`src/rtl/menu_level_ctrl_if.sv`:
```
// Mouse-in / menu-state-out bundle between the menu level controller and its neighbours.
// unlock_mask exists only when MENU_LOCK_EN is defined.
interface menu_level_ctrl_if;
  logic [9:0] mouse_x;
  logic [9:0] mouse_y;
  logic       mouse_left;
  logic       game_over;
  logic       level_cleared;
  logic       mouseInLevel1;
  logic       mouseInLevel2;
  logic       mouseInLevel3;
  logic       confirming;
  logic       menu_active;
  logic [1:0] level_sel;
  logic       start_pulse;
`ifdef MENU_LOCK_EN
  logic [2:0] unlock_mask;

  modport master (
    output mouse_x, mouse_y, mouse_left, game_over, level_cleared,
    input  mouseInLevel1, mouseInLevel2, mouseInLevel3, confirming, menu_active,
           level_sel, start_pulse, unlock_mask
  );
  modport slave (
    input  mouse_x, mouse_y, mouse_left, game_over, level_cleared,
    output mouseInLevel1, mouseInLevel2, mouseInLevel3, confirming, menu_active,
           level_sel, start_pulse, unlock_mask
  );
`else
  modport master (
    output mouse_x, mouse_y, mouse_left, game_over, level_cleared,
    input  mouseInLevel1, mouseInLevel2, mouseInLevel3, confirming, menu_active,
           level_sel, start_pulse
  );
  modport slave (
    input  mouse_x, mouse_y, mouse_left, game_over, level_cleared,
    output mouseInLevel1, mouseInLevel2, mouseInLevel3, confirming, menu_active,
           level_sel, start_pulse
  );
`endif
endinterface

```
`src/rtl/menu_level_ctrl.sv`:
```
// Start-menu level select: hover flags, click-to-select handshake, one-cycle game start pulse.
// Optional MENU_LOCK_EN: levels unlock progressively as earlier ones are cleared.
module menu_btn_hit #(
  parameter int X0 = 160,
  parameter int X1 = 480,
  parameter int Y0 = 80,
  parameter int H  = 60
) (
  input  logic [9:0] i_x,
  input  logic [9:0] i_y,
  output logic       o_hit
);
  localparam logic [10:0] LX0 = 11'(X0);
  localparam logic [10:0] LX1 = 11'(X1);
  localparam logic [10:0] LY0 = 11'(Y0);
  localparam logic [10:0] LY1 = 11'(Y0 + H);

  logic [10:0] w_x, w_y;
  assign w_x   = {1'b0, i_x};
  assign w_y   = {1'b0, i_y};
  assign o_hit = (w_x >= LX0) && (w_x < LX1) && (w_y >= LY0) && (w_y < LY1);
endmodule

module menu_level_ctrl #(
  parameter int BTN_X0      = 160,
  parameter int BTN_X1      = 480,
  parameter int BTN_Y1      = 80,
  parameter int BTN_Y2      = 200,
  parameter int BTN_Y3      = 320,
  parameter int BTN_H       = 60,
  parameter int CONFIRM_CYC = 25_000_000
) (
  input logic              clk,
  input logic              rst_n,
  menu_level_ctrl_if.slave bus
);
  localparam int NUM_BTN = 3;
  localparam int CNT_W   = $clog2(CONFIRM_CYC) + 1;
  localparam logic [CNT_W-1:0] CNT_LAST = CNT_W'(CONFIRM_CYC - 1);

  typedef enum logic [1:0] {S_MENU, S_PRESSED, S_CONFIRM, S_PLAYING} state_t;

  state_t             r_state;
  logic [NUM_BTN-1:0] w_hit, w_en, r_hover;
  logic [2:0]         r_sync;
  logic               w_press, w_release, w_sel_ok;
  logic [1:0]         w_hit_idx, r_cand, r_level_sel;
  logic [CNT_W-1:0]   r_cnt;
  logic               r_confirming, r_menu_active, r_start_pulse;

  for (genvar g = 0; g < NUM_BTN; g++) begin : g_btn
    localparam int Y0 = (g == 0) ? BTN_Y1 : (g == 1) ? BTN_Y2 : BTN_Y3;
    menu_btn_hit #(.X0(BTN_X0), .X1(BTN_X1), .Y0(Y0), .H(BTN_H)) u_hit (
      .i_x  (bus.mouse_x),
      .i_y  (bus.mouse_y),
      .o_hit(w_hit[g])
    );
  end

  // Buttons never overlap, so a priority encode is just a one-hot to index.
  always_comb begin
    w_hit_idx = 2'd0;
    if      (w_hit[0]) w_hit_idx = 2'd1;
    else if (w_hit[1]) w_hit_idx = 2'd2;
    else if (w_hit[2]) w_hit_idx = 2'd3;
  end

`ifdef MENU_LOCK_EN
  logic [2:0] r_unlock;
  always_ff @(posedge clk or negedge rst_n) begin
    if (!rst_n) begin
      r_unlock <= 3'b001;
    end else if (r_state == S_PLAYING && bus.level_cleared) begin
      if      (r_level_sel == 2'd1) r_unlock[1] <= 1'b1;
      else if (r_level_sel == 2'd2) r_unlock[2] <= 1'b1;
    end
  end
  assign w_en            = r_unlock;
  assign bus.unlock_mask = r_unlock;
`else
  logic w_unused;
  assign w_unused = bus.level_cleared;
  assign w_en     = '1;
`endif

  assign w_sel_ok = (w_hit_idx != 2'd0) && w_en[w_hit_idx - 2'd1];

  // [0],[1] synchronise the raw button; [2] holds the previous synced value for edges.
  always_ff @(posedge clk or negedge rst_n) begin
    if (!rst_n) r_sync <= '0;
    else        r_sync <= {r_sync[1:0], bus.mouse_left};
  end
  assign w_press   =  r_sync[1] & ~r_sync[2];
  assign w_release = ~r_sync[1] &  r_sync[2];

  always_ff @(posedge clk or negedge rst_n) begin
    if (!rst_n) r_hover <= '0;
    else        r_hover <= (r_state == S_MENU || r_state == S_PRESSED) ? w_hit : '0;
  end

  always_ff @(posedge clk or negedge rst_n) begin
    if (!rst_n) begin
      r_state       <= S_MENU;
      r_cand        <= 2'd0;
      r_level_sel   <= 2'd0;
      r_cnt         <= '0;
      r_confirming  <= 1'b0;
      r_menu_active <= 1'b0;
      r_start_pulse <= 1'b0;
    end else begin
      r_start_pulse <= 1'b0;
      r_menu_active <= 1'b1;
      case (r_state)
        S_MENU: begin
          if (w_press && w_sel_ok) begin
            r_state <= S_PRESSED;
            r_cand  <= w_hit_idx;
          end
        end
        S_PRESSED: begin
          if (w_release) begin
            if (w_hit_idx == r_cand) begin
              r_state      <= S_CONFIRM;
              r_level_sel  <= r_cand;
              r_cnt        <= '0;
              r_confirming <= 1'b1;
            end else begin
              r_state <= S_MENU;
            end
          end
        end
        S_CONFIRM: begin
          // Counter holds at terminal count; the state change is the only exit.
          if (r_cnt == CNT_LAST) begin
            r_state       <= S_PLAYING;
            r_confirming  <= 1'b0;
            r_menu_active <= 1'b0;
            r_start_pulse <= 1'b1;
          end else begin
            r_cnt <= r_cnt + 1'b1;
          end
        end
        S_PLAYING: begin
          r_menu_active <= bus.game_over;
          if (bus.game_over) r_state <= S_MENU;
        end
        default: r_state <= S_MENU;
      endcase
    end
  end

  assign bus.mouseInLevel1 = r_hover[0];
  assign bus.mouseInLevel2 = r_hover[1];
  assign bus.mouseInLevel3 = r_hover[2];
  assign bus.confirming    = r_confirming;
  assign bus.menu_active   = r_menu_active;
  assign bus.level_sel     = r_level_sel;
  assign bus.start_pulse   = r_start_pulse;
endmodule

```
`src/flat_wrapper.sv`:
```
// flat-port wrapper written by rule: the top's interface ports become plain ports
module menu_level_ctrl_flat 
#(
  parameter int BTN_X0      = 160,
  parameter int BTN_X1      = 480,
  parameter int BTN_Y1      = 80,
  parameter int BTN_Y2      = 200,
  parameter int BTN_Y3      = 320,
  parameter int BTN_H       = 60,
  parameter int CONFIRM_CYC = 25_000_000
)
  (clk, rst_n, bus_mouse_x, bus_mouse_y, bus_mouse_left, bus_game_over, bus_level_cleared, bus_mouseInLevel1, bus_mouseInLevel2, bus_mouseInLevel3, bus_confirming, bus_menu_active, bus_level_sel, bus_start_pulse);
  menu_level_ctrl_if bus_i ();
  input logic clk;
  input logic rst_n;
  input wire logic [$bits(bus_i.mouse_x)-1:0] bus_mouse_x;
  input wire logic [$bits(bus_i.mouse_y)-1:0] bus_mouse_y;
  input wire logic [$bits(bus_i.mouse_left)-1:0] bus_mouse_left;
  input wire logic [$bits(bus_i.game_over)-1:0] bus_game_over;
  input wire logic [$bits(bus_i.level_cleared)-1:0] bus_level_cleared;
  output wire logic [$bits(bus_i.mouseInLevel1)-1:0] bus_mouseInLevel1;
  output wire logic [$bits(bus_i.mouseInLevel2)-1:0] bus_mouseInLevel2;
  output wire logic [$bits(bus_i.mouseInLevel3)-1:0] bus_mouseInLevel3;
  output wire logic [$bits(bus_i.confirming)-1:0] bus_confirming;
  output wire logic [$bits(bus_i.menu_active)-1:0] bus_menu_active;
  output wire logic [$bits(bus_i.level_sel)-1:0] bus_level_sel;
  output wire logic [$bits(bus_i.start_pulse)-1:0] bus_start_pulse;
  assign bus_i.mouse_x = bus_mouse_x;
  assign bus_i.mouse_y = bus_mouse_y;
  assign bus_i.mouse_left = bus_mouse_left;
  assign bus_i.game_over = bus_game_over;
  assign bus_i.level_cleared = bus_level_cleared;
  assign bus_mouseInLevel1 = bus_i.mouseInLevel1;
  assign bus_mouseInLevel2 = bus_i.mouseInLevel2;
  assign bus_mouseInLevel3 = bus_i.mouseInLevel3;
  assign bus_confirming = bus_i.confirming;
  assign bus_menu_active = bus_i.menu_active;
  assign bus_level_sel = bus_i.level_sel;
  assign bus_start_pulse = bus_i.start_pulse;
  menu_level_ctrl #(.BTN_X0(BTN_X0), .BTN_X1(BTN_X1), .BTN_Y1(BTN_Y1), .BTN_Y2(BTN_Y2), .BTN_Y3(BTN_Y3), .BTN_H(BTN_H), .CONFIRM_CYC(CONFIRM_CYC)) u_core (.clk(clk), .rst_n(rst_n), .bus(bus_i));
endmodule
```
`config.mk`:
```
export PLATFORM = sky130hd
export DESIGN_NAME = menu_level_ctrl_flat
export DESIGN_NICKNAME = d
export VERILOG_FILES = /design/src/rtl/menu_level_ctrl_if.sv /design/src/rtl/menu_level_ctrl.sv /design/src/flat_wrapper.sv
export SDC_FILE = /design/constraint.sdc
export NUM_CORES = 1
export LEC_CHECK = 0
export ABC_AREA = 0
export CAP_MARGIN = 20
export CORE_ASPECT_RATIO = 1.2
export CORE_MARGIN = 2
export CORE_UTILIZATION = 61
export CTS_BUF_LIST = sky130_fd_sc_hd__clkbuf_2 sky130_fd_sc_hd__clkbuf_4 sky130_fd_sc_hd__clkbuf_8
export DETAILED_ROUTE_END_ITERATION = 8
export GPL_TIMING_DRIVEN = 0
export PLACE_DENSITY = 0.95
export SYNTH_ARGS = -nofsm -noshare
export SYNTH_HDL_FRONTEND = slang
export SYNTH_SLANG_ARGS = --single-unit
```
`constraint.sdc`:
```
create_clock -name clk -period 3.9 [get_ports clk]
set_input_delay 0.78 -clock clk [delete_from_list [all_inputs] [get_ports clk]]
set_output_delay 0.78 -clock clk [all_outputs]
set_load 0.1 [all_outputs]
```
==> impl_metrics.tcl, run 1 <==
set metrics [dict create \
    die_h_um 73.1 \
    rows 25 \
    r2r_slack_ns 1.23 \
    clock_sinks 41 \
    place_inst 332 \
    worstSetupPathType "primary input to register" \
    wl_met3_um 324 \
    finalClockSkew_ns 0.0119 \
    dr_total_vias 2218 \
    holdPathEnd "u_core.r_sync[1]$_DFF_PN0_" \
    hold_path.class "register to register" \
    p_leak_uw 0.00116 \
    rr_worst_depth 7 \
    slew_viol_final 0 \
    clock-root-buffer "clkbuf_8" \
    ir_drop_v 0.000227 \
    cp-start-kind "primary input" \
    drt-initial-drc-count 211 \
    synthCells 254 \
    clock_latency_ns 0.30 \
    synth_area_mm2 0.00242 \
    initial_utilization_pct 62.5 \
    fin_crit_sh_pct 77.1 \
    grt_pass1_wl_um 9060 \
    max_freq_ghz 0.333 \
    yosysTopAreaCell "dfrtp_1" \
    final_cells 340 \
    first_global_vias 2109 \
    status "finished, final reports clean" \
    wl_met1_um 2260 \
    antennaDiodeCount 0 \
    synthTopCellsByCount "dfrtp_1 (41), nor2_1 (21), a31oi_1 (20), nand2_1 (20), nand3_1 (16)" \
    synth_edf_count 0 \
    path_clk_slew_ns 0.07 \
    ios 33 \
    drtPass1Iterations 5 \
    synth_nets 280 \
    wl_um 5680 \
    detail_route.drc_violations 0 \
    grt.total_usage_pct 26.7 \
    post-synth-top-count-cell "dfrtp_1" \
    top_layer "met4" \
    synth_top_area_share_pct 42.3 \
    setup_viol 0 \
    cts_tree "built" \
    min_from "u_core.r_sync[0]$_DFF_PN0_" \
    cp.arrival_ns 3.19 \
    ys_warn_count 0 \
    tns_ns 0 \
    gp_congestion 0.895 \
    post-cts-setup-buffer-count 0 \
    antenna_found_initial 0 \
    yosysUniqueCellTypes 58 \
    whs_path_depth 0 \
    final_nets 311 \
    die_w_um 61.5 \
    path_max_fanout 6 \
    ys_seq_area_share_pct 42.3 \
    timing.rr.end "u_core.r_cnt[24]$_DFFE_PN0P_" \
    required_ns 4.08 \
    vias_per_cell 6.52 \
    wl_met2_um 2970 \
    slew_headroom_pct 32.7 \
    cap_violations 0 \
    postCtsHoldBufs 0 \
    synth.avg_cell_area_um2 9.54 \
    clock_path_buffers 2 \
    htree_levels 2 \
    die-area_mm2 0.00450 \
    worstMarginPinSlew_ns 1.01 \
    core_area_mm2 0.00388 \
    hold_viol 0 \
    rsz0062_at_grt "no" \
    synth_async_sr_flop_share_pct 100 \
    overflow 0 \
    final_antenna_net_count 0 \
    cts_resized 0 \
    power.density_mw_per_mm2 473 \
    cp_cell_sequence "clkdlybuf4s50_1 -> nor3_1 -> mux2i_1 -> nand3b_1 -> or2_2 -> a221oi_2 -> mux2_2" \
    synthTopCellsByArea "dfrtp_1 (42%), a31oi_1 (5.2%), nand3_1 (3.3%)" \
    port_buffers 24 \
    area_growth_syn_to_layout_pct 16.1 \
    synth_ff_type "dfrtp_1" \
    drive_gt1_share_pct 11.5 \
    timing.rr.start "u_core.r_cnt[0]$_DFFE_PN0P_" \
    min_period_ns 3.01 \
    grt_max_degree 42 \
    ys_ff_latch 41 \
    slowest_delay_ns 0.50 \
    numCtsBuffers 5 \
    crit_slowest_cell "clkdlybuf4s50_1" \
    end_kind "register" \
    dp_hpwl_um 4020 \
    wl_per_cell_um 16.7 \
]
## final cells by class
class	count	area [um2]
Buffer	8	56.3
Clock buffer	5	68.8
Clock inverter	3	17.5
Fill cell	295	1070
Inverter	7	26.3
Multi-Input combinational cell	198	1320
Sequential cell	41	1030
Tap cell	54	67.6
Timing Repair Buffer	24	235
## through the flow
| step | setup WS, ns | utilization, % | area, um2 | hold slack (ns) | total power, uW |
|---|---|---|---|---|---|
| 2_1_floorplan | 1.37 | - | 2420 | 0.331 | 918 |
| 3_3_place_gp | 0.598 | 70.4 | 2730 | 0.333 | 1030 |
| 3_5_place_dp | 0.578 | 70.3 | 2730 | 0.341 | 1050 |
| 4_1_cts | 0.894 | 72.5 | 2810 | 0.358 | 1330 |
| 5_1_grt | 0.728 | 72.5 | 2810 | 0.360 | 1410 |
| 6_report | 0.895 | 72.5 | 2810 | 0.357 | 1330 |
## worst max-delay path: cells and delay by family
kind            cells  cell delay, ns
buf+inv             1            0.50
simple gates        3            0.82
mux                 2            0.69
compound gates      1            0.39
## placed cells by master, fill, tap and decap left out, drive strengths merged, types with 3 or more instances in the layout
master / Yosys / layout
inv: 7 / 7
dfrtp: 41 / 41
o21ai: 14 / 14
nand4: 10 / 10
nor3: 9 / 9
mux2i: 5 / 5
nor4: 5 / 5
and3: 4 / 4
clkdlybuf4s50: 0 / 23
or2: 4 / 4
or4: 3 / 3
nand2: 20 / 20
a211o: 3 / 3
nand2b: 6 / 6
a21oi: 10 / 10
clkbuf: 2 / 7
nor2: 22 / 22
o21a: 3 / 3
buf: 6 / 7
a31oi: 20 / 20
nand3: 17 / 17
a22o: 6 / 6
## how the worst max path moves through the flow
| stage | start | depth (start not counted) | to |
|---|---|---|---|
| 2_1_floorplan | bus_mouse_y[3] | 7 | u_core.r_cnt[19]$_DFFE_PN0P_ |
| 3_3_place_gp | bus_mouse_y[5] | 7 | u_core.bus.level_sel[1]$_DFFE_PN0P_ |
| 3_5_place_dp | bus_mouse_y[5] | 7 | u_core.bus.level_sel[1]$_DFFE_PN0P_ |
| 4_1_cts | bus_mouse_y[5] | 7 | u_core.bus.level_sel[1]$_DFFE_PN0P_ |
| 5_1_grt | bus_mouse_y[5] | 7 | u_core.bus.level_sel[1]$_DFFE_PN0P_ |
| 6_report | bus_mouse_y[5] | 7 | u_core.bus.level_sel[1]$_DFFE_PN0P_ |
## flip-flops by register name (all words and copies together), names as in the netlist, named ones only
register	cells
u_core.r_sync	3
u_core.r_cand	2
u_core.r_cnt	26
u_core.bus.start_pulse	1
u_core.bus.confirming	1
u_core.r_state	1
u_core.bus.menu_active	1
u_core.bus.level_sel	2
u_core.r_hover	3
## metal layers
metal,global-route usage (%),vias to the layer above
li1,-,1040
met5,0,-
met3,5.32,15
met1,30.6,1063
met2,45.4,100
met4,14.2,0
## kinds of logic after synthesis
family / Yosys count / synth area share (%)
buffers and inverters: 15 / 3.41
adder cells (fa/ha/maj): 1 / 0.516
AND/OR/NAND/NOR: 118 / 28.1
multiplexers: 6 / 2.53
XOR/XNOR: 3 / 1.08
AO/OA/AOI/OAI: 70 / 22.0
flip-flops: 41 / 42.3
## power by group
part | total [uW] | internal [uW] | switching [uW]
logic | 401 | 173 | 229
registers | 656 | 517 | 140
clock network | 273 | 123 | 149
No activity file was read; power rests on OpenSTA's default activity.
==> run 2, diff against run 1 <==
--- a/config.mk
+++ b/config.mk
@@ -9,11 +9,11 @@
 export CAP_MARGIN = 20
 export CORE_ASPECT_RATIO = 1.2
 export CORE_MARGIN = 2
-export CORE_UTILIZATION = 61
+export CORE_UTILIZATION = 57
 export CTS_BUF_LIST = sky130_fd_sc_hd__clkbuf_2 sky130_fd_sc_hd__clkbuf_4 sky130_fd_sc_hd__clkbuf_8
 export DETAILED_ROUTE_END_ITERATION = 8
 export GPL_TIMING_DRIVEN = 0
-export PLACE_DENSITY = 0.95
+export PLACE_DENSITY = 0.93
 export SYNTH_ARGS = -nofsm -noshare
 export SYNTH_HDL_FRONTEND = slang
 export SYNTH_SLANG_ARGS = --single-unit
==> constraint.sdc (replaced) <==
create_clock -name clk -period 3.1 [get_ports clk]
set_input_delay 0.62 -clock clk [delete_from_list [all_inputs] [get_ports clk]]
set_output_delay 0.62 -clock clk [all_outputs]
set_load 0.1 [all_outputs]
==> run 2 against run 1 <==
  * First-iteration DRC count is 9.5% higher
  * Worst hold slack better by 0.043 ns
  * Critical path depth stayed put
  * Non-clock buffer count stayed put
  * Final area is 0.13% higher
  * Flip-flop and latch count stayed put
  * Sequential power is 26% higher
  * Largest power group unchanged
  * Highest routed layer unchanged
==> impl_metrics.tcl, run 2 (synthesized netlist as in run 1, its figures left out) <==
set metrics [dict create \
    final_cell_mix "dfrtp_1 (41), clkdlybuf4s50_1 (23), nor2_1 (21)" \
    whs_ns 0.399 \
    end_kind "register" \
    stdcell_area_mm2 0.00282 \
    rows 25 \
    finalClockSkew_ns 0.00462 \
    cts_resized 0 \
    min_period_ns 2.94 \
    drtPass1Iterations 5 \
    timing.rr.start "u_core.r_cnt[0]$_DFFE_PN0P_" \
    ios 33 \
    fillers 327 \
    port_buffers 24 \
    crit_family "simple AND/OR/NAND/NOR gates" \
    tns_ns 0 \
    power.total_uw 1690 \
    cp_cell_sequence "clkdlybuf4s50_1 -> nor3_1 -> mux2i_1 -> nand3b_1 -> or2_2 -> a221oi_2 -> mux2_2" \
    numCtsBuffers 5 \
    die_w_um 63.5 \
    drt-initial-drc-count 231 \
    clock_path_buffers 2 \
    largest_register_ffs 26 \
    rr_worst_depth 7 \
    cp-start-kind "primary input" \
    whs_path_depth 0 \
    path_clk_slew_ns 0.07 \
    drive_gt1_share_pct 11.2 \
    min_from "u_core.r_sync[0]$_DFF_PN0_" \
    antennaDiodeCount 0 \
    vias_per_cell 6.53 \
    rsz0062_at_grt "no" \
    area_growth_syn_to_layout_pct 16.2 \
    detail_route.drc_violations 0 \
    grt.total_usage_pct 26.5 \
    die-area_mm2 0.00479 \
    htree_levels 2 \
    fin_crit_sh_pct 94.9 \
    wl_per_cell_um 16.8 \
    r2r_slack_ns 0.42 \
    post-cts-setup-buffer-count 0 \
    path_buf_inv 1 \
    setup_viol 0 \
    p_leak_uw 0.00116 \
    grt_max_degree 42 \
    path_max_fanout 6 \
    final_nets 311 \
    power.density_mw_per_mm2 599 \
    max_freq_ghz 0.340 \
    core_area_mm2 0.00400 \
    initial_utilization_pct 60.5 \
    timing.rr.end "u_core.r_cnt[24]$_DFFE_PN0P_" \
    final_antenna_net_count 0 \
    dpl_cell_area_mm2 0.00273 \
    layout_commonest_cell "dfrtp_1" \
    top_regs "u_core.r_cnt: 26 flops, u_core.r_hover: 3 flops, u_core.r_sync: 3 flops" \
    required_ns 3.28 \
    clock_latency_ns 0.29 \
    clock-root-buffer "clkbuf_8" \
    status "finished, final reports clean" \
    die_h_um 75.4 \
    slew_viol_final 0 \
    first_global_vias 2152 \
    slew_headroom_pct 35.0 \
    cts_tree "built" \
    grt_pass1_wl_um 9880 \
    clock_sinks 41 \
    holdPathEnd "u_core.r_sync[1]$_DFF_PN0_" \
    dp_hpwl_um 4010 \
    cap_violations 0 \
    antenna_found_initial 0 \
    dr_total_vias 2213 \
    hold_viol 0 \
    wl_um 5710 \
    slowest_delay_ns 0.50 \
    crit_slowest_cell "clkdlybuf4s50_1" \
    postCtsHoldBufs 0 \
    hold_path.class "register to register" \
    top_register "u_core.r_cnt" \
    ir_drop_v 0.000302 \
    worstSetupPathType "primary input to register" \
    final_util_pct 70.3 \
    overflow 0 \
    gp_congestion 0.855 \
    worstMarginPinSlew_ns 0.972 \
    cp.arrival_ns 3.12 \
]
run 2: power by group:
| part | internal [uW] | switching, uW |
|---|---|---|
| combinational | 217 | 284 |
| clock | 185 | 173 |
| sequential | 650 | 179 |
| total | 1050 | 636 |
run 2: final cells by class:
cell class | instances | area, um2 | share of cell area (%)
clock buffers | 7 | 90.1 | 3.20
multi-input cells | 198 | 1320 | 46.7
flip-flops and latches | 41 | 1030 | 36.4
well taps | 54 | 67.6 | 2.40
repair buffers | 24 | 235 | 8.35
inverters | 7 | 26.3 | 0.933
plain buffers | 8 | 56.3 | 2.00
run 2: how the worst max path moves through the flow:
stage | from | cells after the start | endpoint | slack, ns
after floorplan | bus_mouse_y[3] | 7 | u_core.r_cnt[19]$_DFFE_PN0P_ | 0.73
after global placement | bus_mouse_y[5] | 7 | u_core.bus.level_sel[1]$_DFFE_PN0P_ | -0.03
after detailed placement | bus_mouse_y[5] | 7 | u_core.bus.level_sel[1]$_DFFE_PN0P_ | -0.1
after CTS | bus_mouse_y[5] | 7 | u_core.bus.level_sel[1]$_DFFE_PN0P_ | 0.19
after global routing | bus_mouse_y[5] | 7 | u_core.bus.level_sel[1]$_DFFE_PN0P_ | 0.05
final | bus_mouse_y[5] | 7 | u_core.bus.level_sel[1]$_DFFE_PN0P_ | 0.16
run 2: metrics by stage:
stage	setup slack [ns]	std cells
6_report	0.159	339
5_1_grt	0.0497	339
4_1_cts	0.189	339
3_5_place_dp	-0.0972	332
3_3_place_gp	-0.0301	332
2_1_floorplan	0.735	254
run 2: routing by layer:
layer / wire [um] / up-vias / global-route usage [%]
met1: 2400 / 1064 / 33.3
met5: 0 / - / 0
met2: 2860 / 96 / 46.0
li1: - / 1038 / -
met3: 319 / 15 / 3.84
met4: 132 / 0 / 12.1
run 2: worst register-to-register path, cell delays in order, from the launching register on:
cell and delay (ns):
dfrtp_1 0.41, ha_1 0.25, nand4_2 0.25, nor3_1 0.62, nor3b_1 0.59, a31oi_1 0.16, a31oi_1 0.18, mux2i_1 0.10
==> run 3, diff against run 2 <==
--- a/config.mk
+++ b/config.mk
@@ -14,6 +14,7 @@
 export DETAILED_ROUTE_END_ITERATION = 8
 export GPL_TIMING_DRIVEN = 0
 export PLACE_DENSITY = 0.93
+export SLEW_MARGIN = 5
 export SYNTH_ARGS = -nofsm -noshare
 export SYNTH_HDL_FRONTEND = slang
 export SYNTH_SLANG_ARGS = --single-unit
==> run 3 against run 2 <==
  * Worst hold slack got worse by 0.13 ns
  * Count of clock-buffer cells in the layout grew 1
  * Sequential power is essentially flat
  * Power up 0.96%
  * Combinational power increased by 1%
  * Via count grew 2.3%
  * Clock skew fell by 0.00057 ns
  * Setup slack got worse by 0.0085 ns
  * Sequential share of layout area fell by 0.37 points
  * Non-clock buffer count is 1 higher
  * Critical path depth stayed put
  * Routed wire length rose by 4.0%
==> impl_metrics.tcl, run 3 (synthesized netlist as in run 1, its figures left out) <==
set metrics [dict create \
    dp_hpwl_um 4140 \
    end_kind "register" \
    wl_met2_um 2890 \
    cts_tree "built" \
    initial_utilization_pct 60.5 \
    grt_max_degree 25 \
    antenna_found_initial 0 \
    setup_viol 0 \
    seqPwrFrac_pct 48.7 \
    ios 33 \
    slew_headroom_pct 34.9 \
    area_growth_syn_to_layout_pct 17.4 \
    min_period_ns 2.95 \
    grt_pass1_wl_um 9760 \
    seqCellArea_mm2 0.00103 \
    die_w_um 63.5 \
    stdcell_area_mm2 0.00285 \
    whs_ns 0.271 \
    wl_met3_um 408 \
    place_inst 333 \
    drtPass1Iterations 5 \
    path_max_fanout 6 \
    combPwrFrac_pct 29.8 \
    cp.arrival_ns 3.13 \
    vias_per_cell 6.64 \
    finalClockSkew_ns 0.00404 \
    clock_sinks 41 \
    clockPowerShare_pct 21.4 \
    worstSetupPathType "primary input to register" \
    hold_viol 0 \
    hold_path.class "primary input to asynchronous set/reset pin" \
    top_layer "met4" \
    clock_latency_ns 0.30 \
    top_regs "u_core.r_cnt: 26 flops, u_core.r_hover: 3 flops, u_core.r_sync: 3 flops" \
    required_ns 3.28 \
    rows 25 \
    clock-root-buffer "clkbuf_8" \
    power.density_mw_per_mm2 599 \
    final_cell_mix "dfrtp_1 (41), clkdlybuf4s50_1 (23), nor2_1 (21)" \
    die-area_mm2 0.00479 \
    final_nets 312 \
    power.internal_uw 1060 \
    die_h_um 75.4 \
    p_sw_share_pct 38.0 \
    switching_power_uw 647 \
    slew_viol_final 0 \
    wl_per_cell_um 17.4 \
    wl_met1_um 2450 \
    drt-initial-drc-count 235 \
    dr_total_vias 2265 \
    port_buffers 24 \
    gp_congestion 0.855 \
    post-cts-setup-buffer-count 0 \
    max_freq_ghz 0.339 \
    detail_route.drc_violations 0 \
    wl_um 5930 \
    postCtsHoldBufs 0 \
    top_register "u_core.r_cnt" \
    p_leak_uw 0.00117 \
    clock_path_buffers 2 \
    first_global_vias 2117 \
    largest_register_ffs 26 \
    overflow 0 \
    antennaDiodeCount 0 \
    final_antenna_net_count 0 \
    path_clk_slew_ns 0.07 \
    fillers 323 \
    fin_crit_sh_pct 95.2 \
    numCtsBuffers 5 \
    htree_levels 2 \
    layout_commonest_cell "dfrtp_1" \
    cp-start-kind "primary input" \
    dpl_cell_area_mm2 0.00275 \
    drive_gt1_share_pct 11.8 \
    ir_drop_v 0.000294 \
    power.total_uw 1700 \
    final_cells 341 \
    cap_violations 0 \
    grt.total_usage_pct 26.6 \
    worstMarginPinSlew_ns 0.974 \
    multiInputGateArea_mm2 0.00132 \
    rsz0062_at_grt "no" \
    cts_resized 0 \
    status "finished, final reports clean" \
    core_area_mm2 0.00400 \
]
==> run 3: changes by cell type in the layout (fill, tap and decap cells not counted), sizes merged <==
cell,before,now
buf,7,8
clkbuf,9,10
==> run 3: worst paths after layout <==
path	from	endpoint	slack, ns	depth (start not counted)
worst max-delay path	bus_mouse_y[5]	u_core.bus.level_sel[1]$_DFFE_PN0P_	0.15	7
worst min-delay path	rst_n	u_core.bus.level_sel[1]$_DFFE_PN0P_	0.27	1
worst max register to register	u_core.r_cnt[0]$_DFFE_PN0P_	u_core.r_cnt[24]$_DFFE_PN0P_	0.37	7
worst min register to register	u_core.r_sync[0]$_DFF_PN0_	u_core.r_sync[1]$_DFF_PN0_	0.40	0
max in group asynchronous	rst_n	u_core.bus.start_pulse$_DFF_PN0_	2.36	2
min in group clk	u_core.r_sync[0]$_DFF_PN0_	u_core.r_sync[1]$_DFF_PN0_	0.40	0
==> run 3: worst max-delay path, stage by stage <==
cell	delay, ns
clkdlybuf4s50_1	0.49
nor3_1	0.28
mux2i_1	0.36
nand3b_1	0.22
or2_2	0.34
a221oi_2	0.43
mux2_2	0.39
==> run 3: power groups by stage <==
stage	Sequential, uW	Combinational [uW]	Clock [uW]
6_report	831	508	365
3_5_place_dp	828	501	0
5_1_grt	845	565	391
4_1_cts	823	504	367
3_3_place_gp	817	475	0
2_1_floorplan	799	357	0
==> run 3: stage by stage <==
stage                     worst slack [ns]  TNS [ns]  utilization [%]
after floorplan                      0.735         0                -
after global placement             -0.0301   -0.0353             68.2
after detailed placement            -0.112    -0.287             68.8
after CTS                            0.179         0             71.1
after global routing                0.0342         0             71.1
final                                0.150         0             71.1
==> run 3: area by class of cell <==
class                      count  share of cell area (%)
buffer                         8                    1.98
tap                           54                    2.37
inverter                       7                   0.923
timing repair buffer          25                    9.23
multi-input combinational    198                    46.2
sequential                    41                    36.1
clock buffer                   8                    3.21
==> run 3: metal layers <==
metal	vias to the layer above	track usage, %
li1	1038	-
met1	1081	31.9
met2	118	46.2
met3	28	5.61
met4	0	13.0
met5	-	0
